===== src/rtl/power_domain_resp16.sv =====
`default_nettype none
// ============================================================================
// Module   : power_domain_resp16
// Purpose  : Switchable-domain responder: power-switch ramps/acks, live register
//            image, retention shadow save/restore, controller protocol checking.
//            Optional err_code output enabled by defining PD_RESP_ERR_CODE_EN.
// Revision : 1.0 - initial release
// ============================================================================
module power_domain_resp16 #(
    parameter int RAMP1_CYC = 8,
    parameter int RAMP2_CYC = 12,
    parameter int DN_CYC    = 4,
    parameter int DATA_W    = 32
) (
    input  logic              pclk16,
    input  logic              nprst16,
    input  logic              pwr1_on,
    input  logic              pwr2_on,
    input  logic              isolate_module,
    input  logic              gate_clk_module,
    input  logic              rstn_non_srpg_module,
    input  logic              save_edge,
    input  logic              restore_edge,
    input  logic [DATA_W-1:0] data_in,
    input  logic              err_clr,
    output logic              pwr1_ack,
    output logic              pwr2_ack,
    output logic              domain_on,
    output logic              ret_valid,
    output logic              save_done,
    output logic              restore_done,
    output logic [DATA_W-1:0] data_out,
`ifdef PD_RESP_ERR_CODE_EN
    output logic [2:0]        err_code,
`endif
    output logic              seq_error
);

    localparam int MAX_RAMP = (RAMP1_CYC > RAMP2_CYC) ? RAMP1_CYC : RAMP2_CYC;
    localparam int MAX_CYC  = (MAX_RAMP > DN_CYC) ? MAX_RAMP : DN_CYC;
    localparam int CNT_W    = $clog2(MAX_CYC + 1);

    localparam logic [CNT_W-1:0] CNT_R1  = CNT_W'(RAMP1_CYC - 1);
    localparam logic [CNT_W-1:0] CNT_R2  = CNT_W'(RAMP2_CYC - 1);
    localparam logic [CNT_W-1:0] CNT_DN  = CNT_W'(DN_CYC - 1);
    localparam logic [CNT_W-1:0] CNT_ONE = CNT_W'(1);

    typedef enum logic [2:0] {
        ST_ON       = 3'd0,
        ST_RAMP_DN  = 3'd1,
        ST_OFF      = 3'd2,
        ST_RAMP_UP1 = 3'd3,
        ST_WAIT2    = 3'd4,
        ST_RAMP_UP2 = 3'd5
    } state_t;

    state_t           state, state_nxt;
    logic [CNT_W-1:0] cnt, cnt_nxt;
    logic             set_ack1, set_ack2, clr_acks;
    logic             unsafe_off, ramp_abort;
    logic             is_on, both_edges, save_ok, restore_ok, err_save, err_rest, new_err;
    logic [DATA_W-1:0] shadow;

    always_ff @(posedge pclk16 or negedge nprst16) begin
        if (!nprst16) begin
            state <= ST_ON;
            cnt   <= '0;
        end else begin
            state <= state_nxt;
            cnt   <= cnt_nxt;
        end
    end

    // Ramp-up states abort to RAMP_DN if pwr1_on drops; RAMP_DN always runs to OFF.
    always_comb begin
        state_nxt  = state;
        cnt_nxt    = (cnt != '0) ? cnt - CNT_ONE : cnt;
        set_ack1   = 1'b0;
        set_ack2   = 1'b0;
        clr_acks   = 1'b0;
        unsafe_off = 1'b0;
        ramp_abort = 1'b0;
        case (state)
            ST_ON: begin
                if (!pwr1_on) begin
                    state_nxt  = ST_RAMP_DN;
                    cnt_nxt    = CNT_DN;
                    unsafe_off = ~isolate_module | ~ret_valid;
                end
            end
            ST_RAMP_DN: begin
                if (cnt == '0) begin
                    state_nxt = ST_OFF;
                    clr_acks  = 1'b1;
                end
            end
            ST_OFF: begin
                if (pwr1_on) begin
                    state_nxt = ST_RAMP_UP1;
                    cnt_nxt   = CNT_R1;
                end
            end
            ST_RAMP_UP1: begin
                if (!pwr1_on) begin
                    state_nxt  = ST_RAMP_DN;
                    cnt_nxt    = CNT_DN;
                    ramp_abort = 1'b1;
                end else if (cnt == '0) begin
                    state_nxt = ST_WAIT2;
                    set_ack1  = 1'b1;
                end
            end
            ST_WAIT2: begin
                if (!pwr1_on) begin
                    state_nxt  = ST_RAMP_DN;
                    cnt_nxt    = CNT_DN;
                    ramp_abort = 1'b1;
                end else if (pwr2_on) begin
                    state_nxt = ST_RAMP_UP2;
                    cnt_nxt   = CNT_R2;
                end
            end
            ST_RAMP_UP2: begin
                if (!pwr1_on) begin
                    state_nxt  = ST_RAMP_DN;
                    cnt_nxt    = CNT_DN;
                    ramp_abort = 1'b1;
                end else if (cnt == '0) begin
                    state_nxt = ST_ON;
                    set_ack2  = 1'b1;
                end
            end
            default: begin
                state_nxt = ST_ON;
                cnt_nxt   = '0;
            end
        endcase
    end

    assign is_on      = (state == ST_ON);
    assign both_edges = save_edge & restore_edge;
    assign save_ok    = save_edge & ~restore_edge & is_on & isolate_module & gate_clk_module;
    assign restore_ok = restore_edge & ~save_edge & is_on & isolate_module & ret_valid;
    assign err_save   = save_edge & ~restore_edge & ~save_ok;
    assign err_rest   = restore_edge & ~save_edge & ~restore_ok;
    assign new_err    = both_edges | err_save | err_rest | unsafe_off | ramp_abort;
    assign domain_on  = pwr1_ack & pwr2_ack;

    always_ff @(posedge pclk16 or negedge nprst16) begin
        if (!nprst16) begin
            pwr1_ack     <= 1'b1;
            pwr2_ack     <= 1'b1;
            ret_valid    <= 1'b0;
            save_done    <= 1'b0;
            restore_done <= 1'b0;
            shadow       <= '0;
            data_out     <= '0;
            seq_error    <= 1'b0;
        end else begin
            if (set_ack1)
                pwr1_ack <= 1'b1;
            else if (clr_acks)
                pwr1_ack <= 1'b0;
            if (set_ack2)
                pwr2_ack <= 1'b1;
            else if (clr_acks)
                pwr2_ack <= 1'b0;
            save_done    <= save_ok;
            restore_done <= restore_ok;
            if (save_ok) begin
                shadow    <= data_out;
                ret_valid <= 1'b1;
            end else if (restore_ok) begin
                ret_valid <= 1'b0;
            end
            // Outside ON the unretained flops are unpowered and read back as zero.
            if (restore_ok)
                data_out <= shadow;
            else if (!is_on || !rstn_non_srpg_module)
                data_out <= '0;
            else if (!gate_clk_module)
                data_out <= data_in;
            seq_error <= new_err | (seq_error & ~err_clr);
        end
    end

`ifdef PD_RESP_ERR_CODE_EN
    logic [2:0] cause;

    always_comb begin
        cause = 3'd0;
        if (both_edges)      cause = 3'd3;
        else if (err_save)   cause = 3'd1;
        else if (err_rest)   cause = 3'd2;
        else if (unsafe_off) cause = 3'd4;
        else if (ramp_abort) cause = 3'd5;
    end

    always_ff @(posedge pclk16 or negedge nprst16) begin
        if (!nprst16)
            err_code <= 3'd0;
        else if (err_clr)
            err_code <= cause;
        else if (!seq_error && new_err)
            err_code <= cause;
    end
`endif

endmodule
`default_nettype wire


===== config.mk =====
export PLATFORM = sky130hd
export DESIGN_NAME = power_domain_resp16
export DESIGN_NICKNAME = d
export VERILOG_FILES = /design/src/rtl/power_domain_resp16.sv
export SDC_FILE = /design/constraint.sdc
export NUM_CORES = 1
export LEC_CHECK = 0
export BUFFER_PORTS_ARGS = -buffer_cell sky130_fd_sc_hd__buf_2
export CORE_MARGIN = 2
export CORE_UTILIZATION = 46
export DETAILED_ROUTE_END_ITERATION = 8
export PLACE_DENSITY = 0.67
export SLEW_MARGIN = 20
export SYNTH_ARGS = -nofsm -noshare
export SYNTH_HDL_FRONTEND = slang
export SYNTH_SLANG_ARGS = --single-unit

===== constraint.sdc =====
create_clock -name pclk16 -period 2.2 [get_ports pclk16]
set_clock_uncertainty 0.2 [all_clocks]
set_input_delay 0.22 -clock pclk16 [delete_from_list [all_inputs] [get_ports pclk16]]
set_output_delay 0.22 -clock pclk16 [all_outputs]
set_load 0.03 [all_outputs]

After elaboration in Yosys (flattened, before gate mapping)
Index checks and enable logic that the tools add are counted.
- flip-flop bits (word level): 77
- word-level logic and storage cells: 94
- input bits: 42
- muxes and demuxes: 33
- equality and inequality tests: 12
- bitwise operators: 26
- reduce and logical (&&, ||, !) cells: 12
- add/subtract/negate cells: 1
- operators with widths (operator ; count):
    $mux 32 ; 3
    $mux 3 ; 9
    $mux 4 ; 5
    $pmux 3 s6 ; 1
    $pmux 4 s4 ; 1
    $mux 1 ; 14
    $and 1x1->1 ; 13
    $ne 3x3->1 const B ; 3
    $not 1->1 ; 7
    $eq 3x2->1 const B ; 2
    $eq 3x3->1 const B ; 2
    $ne 2x2->1 const B ; 3
    $or 1x1->1 ; 6
    $reduce_and 6->1 ; 1
    $reduce_bool 2->1 ; 3
    $reduce_or 3->1 ; 2
    $logic_not 4->1 ; 1
    $reduce_bool 4->1 ; 1
    $sub 4x1->4 const B ; 1
    $eq 3x1->1 const B ; 1
    $logic_not 3->1 ; 1
    $ne 3x1->1 const B ; 1
    $logic_not 1->1 ; 2
    $logic_or 1x1->1 ; 1

Logic depth before layout (Yosys ltp)
Gate-level depths: netlist of run 1.
- depth in word-level cells: 12
- gate-level depth with buffers: 7

Worst setup path before layout of run 1
No wires, ideal clock.
- path type: flip-flop to flip-flop
- start point: register state[1]
- end point: register shadow[10]
- arrival: 1.677 ns
- cell stages (with the launch flop): 7
- setup time: 0.125 ns
- period minus slack after synthesis: 2.001 ns
- path slack: 0.199 ns
- cell sequence: dfrtp_1 buf_2 nor3_4 nand2_1 nor3_4 buf_6 mux2_2
- word-level cells in the longest chain between the ends: 4
- ends and longest elaborated chain (what ; RTL line ; RTL):
    start, declared ; 57 ; state_t state, state_nxt;
    start signal, assigned ; 69 ; state <= state_nxt;
    $logic_not 3->1 ; 140 ; assign is_on = (state == ST_ON);
    $and 1x1->1 (3 in a row) ; 142 ; assign save_ok = save_edge & ~restore_edge & is_on & isolate_module & gate_clk_module;
    end signal, assigned ; 171 ; shadow <= data_out;
    end, declared ; 62 ; logic [DATA_W-1:0] shadow;
Every way passes these cells.
A chain may end at the register's enable or synchronous reset.

Worst setup path after layout of run 1
- start point: register cnt[0]
- end point: register state[0]
- word-level cells in the longest chain between the ends: 3
- elaborated cells on any way between the ends: 5
- ends and longest elaborated chain (what ; RTL line ; RTL):
    start, declared ; 58 ; logic [CNT_W-1:0] cnt, cnt_nxt;
    start signal, assigned ; 70 ; cnt <= cnt_nxt;
    $logic_not 4->1 * ; 92, 108, 128 ;
    $ne 3x3->1 (no source line) or $ne 2x2->1 (tied branches) ; -- ;
    $reduce_and 6->1 (no source line) * ; -- ;
Mark *: on every way between the ends. The rest lies on a longest branch, timed or not.

==> results of run 1 <==
-- power by group --
group	switching (mW)	internal, mW
Sequential	0.0933	1.56
Clock	0.510	0.698
Combinational	0.529	0.364
-- registers in the layout, indices dropped and copies added (netlist names) --
register,cells
pwr1_ack,1
pwr2_ack,1
seq_error,1
restore_done,1
shadow,32
data_out,32
state,3
ret_valid,1
save_done,1
cnt,4
-- metal layers --
layer	up-vias	wire length, um
met2	71	3340
li1	1290	-
met5	-	0
met1	1260	3550
met4	0	114
met3	11	372
-- layout make-up --
| class | instances | area, um^2 | area share [%] |
|---|---|---|---|
| flip-flops and latches | 77 | 1930 | 42.4 |
| multi-input cells | 198 | 1480 | 32.6 |
| repair buffers | 115 | 766 | 16.8 |
| clock buffers | 12 | 155 | 3.41 |
| well taps | 102 | 128 | 2.80 |
| clock inverters | 4 | 70.1 | 1.54 |
| inverters | 6 | 22.5 | 0.495 |
-- what timing repair did --
action / in CTS / in global routing
hold buffers: 25 / 0
setup buffers: 0 / 0
endpoints found under the hold margin: 96 / 0
-- cells by family after synthesis --
group,after synthesis
AO/OA/AOI/OAI,61
XOR/XNOR,2
adder cells (fa/ha/maj),1
buffers and inverters,29
flip-flops,77
multiplexers,67
AND/OR/NAND/NOR,67
-- worst register-to-register path: stages (launching register included) --
cell and delay, ps:
sky130_fd_sc_hd__dfrtp_1 380, sky130_fd_sc_hd__inv_1 90, sky130_fd_sc_hd__ha_1 200, sky130_fd_sc_hd__or3b_1 460, sky130_fd_sc_hd__nor2_2 290, sky130_fd_sc_hd__a22oi_1 100, sky130_fd_sc_hd__and3_1 190
-- how the worst min path moves through the flow --
| stage | cells after the start | slack (ps) | from | endpoint |
|---|---|---|---|---|
| floorplan | 0 | -280 | nprst16 | cnt[0] |
| global placement | 1 | -20 | nprst16 | data_out[20] |
| detailed placement | 1 | -20 | nprst16 | restore_done |
| CTS | 3 | 3 | data_in[24] | data_out[24] |
| global route | 3 | 20 | data_in[23] | data_out[23] |
| finish | 3 | 7 | data_in[24] | data_out[24] |
-- placed cells by master, fill, tap and decap left out, types with 8 or more instances in the layout --
cell type and n:
sky130_fd_sc_hd__buf_2 79, sky130_fd_sc_hd__dfrtp_1 75, sky130_fd_sc_hd__nand2_1 38, sky130_fd_sc_hd__mux2i_1 34, sky130_fd_sc_hd__o31ai_1 32, sky130_fd_sc_hd__dlygate4sd3_1 25
sky130_fd_sc_hd__mux2_2 19, sky130_fd_sc_hd__mux2_1 14, sky130_fd_sc_hd__a21oi_1 12, sky130_fd_sc_hd__clkbuf_8 11, sky130_fd_sc_hd__o21ai_0 10, sky130_fd_sc_hd__buf_4 8
==> results.txt, run 1 <==
outcome: complete, no violations
standard cell core area: 7610 um^2
number of warnings reported in the yosys synthesis log: 0
Via Count: 2632
kind of critical path: register to register
IO Port Bufs: 80
die boundary width: 91.9 um
final core occ: 59.9%
vias per inst: 5.12
detailed-route wire length per cell: 14.4 um
part of the Yosys area used for sequential elements: 54.3%
die extent in y: 91.9 um
Critical Path End Type: register
worst r2r src: cnt[0]
Min-Delay Path Class: input pin to register
destination of the worst register-to-register timing path: state[0]
total count of hold-check failures in the final report: 0
Setup TNS: 0 ps
Worst path slowest cell: sky130_fd_sc_hd__or3b_1
net count of the mapped netlist: 347
Max clock buf depth: 2
insertion delay to the later sink of the worst-skew pair: 350 ps
worst hold slack across all endpoints: 6.88 ps
main area contributors after synthesis: sky130_fd_sc_hd__dfrtp_1 (53%), sky130_fd_sc_hd__mux2i_1 (9.6%), sky130_fd_sc_hd__o31ai_1 (6.8%), sky130_fd_sc_hd__mux2_2 (6.0%), sky130_fd_sc_hd__mux2_1 (4.4%)
row count: 32
required time of the critical path: 2240 ps
Synth async-reset ratio: 100%
share of synthesized cell area in and, or, nand and nor gates: 9.55%
RSZ-0062 raised after global routing: no
dominant combinational cell family by area after synthesis: multiplexers
largest delay contributor family on the critical path: simple AND/OR/NAND/NOR gates
number of synthesized register bits: 77
worst-case vdd ir drop: 347 uV
Critical Path Max Stage Delay: 460 ps
Final Instance Area: 4550 um^2
met1 capacity usage during global routing: 27.3%
initial antenna violation count: 0
total number of cells along the worst setup path: 6
reg-to-reg slack, setup: 200 ps
PD cells: 824 nW/um^2
num ports: 81
Initial Util: 46.7%
Worst Reg-to-Reg Cells: 6
xor/xnor share of the synthesized area: 0.493%
synthesized area: 3550 um^2
cell with the most instances after synthesis: sky130_fd_sc_hd__dfrtp_1
Antenna Nets Post-Route: 0
Most Crowded Layer GR: met2
Yosys cell types: 35
Total Die Area: 8440 um^2
relative slew slack: 63.5%
Sink Count: 77
synthesized area divided by synthesized cell count: 11.7 um^2
crit-path max FO: 9
share of synthesized area spent on multiplexers: 20.0%
synth-to-layout area growth: 28.2%
cell-by-cell listing of the critical path: inv_1 -> ha_1 -> or3b_1 -> nor2_2 -> a22oi_1 -> and3_1
placed instance area: 4080 um^2
endpoint of the worst setup timing path: state[0]
total inserted antenna cells: 0
number of nets in the finished design: 450
first-pass GRT wire length: 12.6 mm
detailed-route wire length: 7.38 mm
Setup-failing EPs final: 0
clock edge transition at the registers on the reported setup and hold paths: 80 ps
Synth Instances: 304
met3 usage in global routing: 4.03%
critical path data arrival time: 2050 ps
worst slack after detailed placement: 185 ps
number of non-filler instances in the completed layout: 514
CP startpoint: cnt[0]
met2 layer usage reported by global route: 28.0%
global-route total usage across every layer: 18.9%
drt drc: 0
total of cells resized after clock tree synthesis: 0
CTS tree: done
Primary FF master, synth: sky130_fd_sc_hd__dfrtp_1
Clock Tree Root: sky130_fd_sc_hd__clkbuf_8
RD Place Congestion: 0.783
filler cell count in the final layout: 675
via count of the first global-routing pass: 2605
Post-synth EDFFs: 0
share of layout cells above drive strength 1: 31.6%
Initial DRT Pass Iterations: 4
launching element type of the critical path: register
number of DRC markers after the initial detailed-route iteration: 120
Max Cap Violations: 0
top-area cell type share of the netlist area: 52.8%
shortest clock period the worst path allows after layout: 2000 ps
P_leak: 2.30 nW
setup slack after layout: 197 ps
depth of the CTS H-tree: 3
Final Max Slew Viols: 0
overall power of the completed layout: 3.75 mW
maximum number of pins on one net before global-route repair: 49
Achievable Freq: 0.499 GHz
top cell type by total area after synthesis: sky130_fd_sc_hd__dfrtp_1
area share of fa/ha/maj cells after synthesis: 0.352%
Detail Placement HPWL: 4.70 mm
grt total ovfl: 0
sum of buffers and inverters on the critical path: 1
Final period util: 91.0%
cell total after placement: 473
compound-gate portion of the synthesized area: 11.3%
slew at the pin closest to its max-slew limit: 548 ps
CTS Buf Count: 9
ranking of synthesized cells by instance count: sky130_fd_sc_hd__dfrtp_1 (75), sky130_fd_sc_hd__nand2_1 (38), sky130_fd_sc_hd__mux2i_1 (34), sky130_fd_sc_hd__o31ai_1 (32), sky130_fd_sc_hd__mux2_2 (19)
(Power assumes the default switching activity.)
==> run 2: changes to the inputs <==
Settings changed: CELL_PAD_IN_SITES_DETAIL_PLACEMENT from default to 1, CELL_PAD_IN_SITES_GLOBAL_PLACEMENT from default to 1, CORE_UTILIZATION 46 to 42, PLACE_DENSITY 0.67 to 0.76.
==> results.txt, run 2 (synthesis gave the netlist of run 1 again) <==
maximum number of pins on one net before global-route repair: 54 (was 49)
registers with the most flip-flops: data_out: 32 flops, shadow: 32 flops, cnt: 4 flops (unchanged)
first-pass GRT wire length: 14.0 mm (was 12.6 mm)
endpoint of the worst setup timing path: state[0] (unchanged)
depth of the CTS H-tree: 3 (unchanged)
required time of the critical path: 2240 ps (about the same)
number of DRC markers after the initial detailed-route iteration: 123 (was 120)
Initial DRT Pass Iterations: 4 (unchanged)
row count: 33 (was 32)
global-route total usage across every layer: 20.0% (was 18.9%)
PD cells: 806 nW/um^2 (was 824 nW/um^2)
worst-case vdd ir drop: 422 uV (was 347 uV)
grt total ovfl: 0 (unchanged)
Total Die Area: 9210 um^2 (was 8440 um^2)
Critical Path End Type: register (unchanged)
die boundary width: 96.0 um (was 91.9 um)
Sink Count: 77 (unchanged)
via count of the first global-routing pass: 2791 (was 2605)
Detail Placement HPWL: 5.67 mm (was 4.70 mm)
IO Port Bufs: 80 (unchanged)
total inserted antenna cells: 0 (unchanged)
relative slew slack: 55.1% (was 63.5%)
filler cell count in the final layout: 895 (was 675)
vias per inst: 5.31 (was 5.12)
RD Place Congestion: 0.726 (was 0.783)
Worst Reg-to-Reg Cells: 6 (unchanged)
destination of the worst register-to-register timing path: state[0] (unchanged)
Max Cap Violations: 0 (unchanged)
leading cell type in the layout, fill and taps excluded: sky130_fd_sc_hd__buf_2 (unchanged)
switching share of total power: 33.2% (was 30.2%)
Min-Delay Path Class: input pin to register (unchanged)
initial antenna violation count: 0 (unchanged)
clock edge transition at the registers on the reported setup and hold paths: 80 ps (about the same)
clock network fraction of design power: 26.8% (was 32.2%)
Final Max Slew Viols: 0 (unchanged)
total count of hold-check failures in the final report: 0 (unchanged)
highest-count cells in the layout ignoring fill and taps: sky130_fd_sc_hd__buf_2 (79), sky130_fd_sc_hd__dfrtp_1 (75), sky130_fd_sc_hd__nand2_1 (38) (unchanged)
reg-to-reg slack, setup: 180 ps (was 200 ps)
Clock Tree Root: sky130_fd_sc_hd__clkbuf_8 (unchanged)
internal power consumption: 2.33 mW (was 2.62 mW)
share of layout cells above drive strength 1: 33.2% (was 31.6%)
RSZ-0062 raised after global routing: no (unchanged)
CTS tree: done (unchanged)
Via Count: 2655 (was 2632)
P_leak: 2.21 nW (was 2.30 nW)
slew at the pin closest to its max-slew limit: 674 ps (was 548 ps)
detailed-route wire length per cell: 17.1 um (was 14.4 um)
power share of the combinational group: 25.9% (was 23.8%)
insertion delay to the later sink of the worst-skew pair: 350 ps (about the same)
sequential cell fraction of total power: 47.4% (was 44.0%)
num ports: 81 (unchanged)
Achievable Freq: 0.495 GHz (was 0.499 GHz)
Initial Util: 43.2% (was 46.7%)
CP startpoint: cnt[0] (unchanged)
critical path data arrival time: 2060 ps (was 2050 ps)
Setup-failing EPs final: 0 (unchanged)
launching element type of the critical path: register (unchanged)
shortest clock period the worst path allows after layout: 2020 ps (was 2000 ps)
number of nets in the finished design: 435 (was 450)
drt drc: 0 (unchanged)
die extent in y: 96.0 um (was 91.9 um)
outcome: complete, no violations (unchanged)
overall power of the completed layout: 3.49 mW (was 3.75 mW)
crit-path max FO: 9 (unchanged)
Max clock buf depth: 2 (unchanged)
CTS Buf Count: 9 (unchanged)
synth-to-layout area growth: 22.0% (was 28.2%)
Antenna Nets Post-Route: 0 (unchanged)
worst r2r src: cnt[0] (unchanged)
standard cell core area: 8220 um^2 (was 7610 um^2)
detailed-route wire length: 8.54 mm (was 7.38 mm)
kind of critical path: register to register (unchanged)
Setup TNS: 0 ps (unchanged)
Final period util: 91.8% (was 91.0%)
P_sw: 1.16 mW (was 1.13 mW)
==> run 2: worst min path at each step <==
stage / cells after the start / slack, ps / end / startpoint
after floorplan: 0 / -280 / cnt[0] / nprst16
after global placement: 1 / 100 / data_out[10] / nprst16
after detailed placement: 1 / 110 / shadow[10] / nprst16
after CTS: 3 / 0.1 / data_out[21] / data_in[21]
after global routing: 3 / 7 / data_out[24] / data_in[24]
final: 3 / 6 / data_out[26] / data_in[26]
==> run 2: routing by layer <==
metal / track usage, % / part of all wire, % / vias up
met5: 0 / 0 / -
met4: 8.33 / 2.0 / 0
met3: 3.37 / 4.0 / 14
met2: 34.3 / 51 / 60
met1: 24.9 / 43 / 1318
li1: - / - / 1263
==> run 2: worst max-delay path, stage by stage (launching register included) <==
cell	delay (ps)
sky130_fd_sc_hd__dfrtp_1	380
sky130_fd_sc_hd__inv_1	90
sky130_fd_sc_hd__ha_1	200
sky130_fd_sc_hd__or3b_1	490
sky130_fd_sc_hd__nor2_4	240
sky130_fd_sc_hd__a22oi_1	110
sky130_fd_sc_hd__and3_1	200
==> run 2: metrics by stage <==
stage / utilization (%) / cell area [um^2] / hold slack [ps] / worst slack, ps / instances
after floorplan: - / 3550 / -276 / 199 / 304
after global placement: 49.7 / 4080 / 99.2 / 233 / 478
after detailed placement: 49.7 / 4080 / 109 / 134 / 478
after CTS: 52.7 / 4330 / 0.136 / 66.7 / 500
after global routing: 52.7 / 4330 / 7.19 / 62.1 / 500
final: 52.7 / 4330 / 6.45 / 181 / 500
==> run 2: final cells by class <==
cell class                 instances  area (um^2)  share of cell area, %
timing repair buffer             100          598                   13.8
inverter                           6         22.5                  0.520
tap                              105          131                   3.03
sequential                        77         1930                   44.5
clock buffer                      10          138                   3.18
multi-input combinational        198         1490                   34.3
clock inverter                     4         26.3                  0.606
==> run 2: timing repair <==
action	in CTS	in global routing
hold endpoints to repair	56	0
resized for setup	0	1
hold buffers	8	0
setup endpoints to repair	0	2
buffers inserted	0	0
==> run 2: power groups by stage <==
stage | registers, mW | logic (mW) | clock network, mW
2_1_floorplan | 1.77 | 0.516 | 0
3_3_place_gp | 1.67 | 0.865 | 0
3_5_place_dp | 1.68 | 0.892 | 0
4_1_cts | 1.66 | 0.910 | 0.964
5_1_grt | 1.68 | 1.00 | 1.02
6_report | 1.65 | 0.903 | 0.935
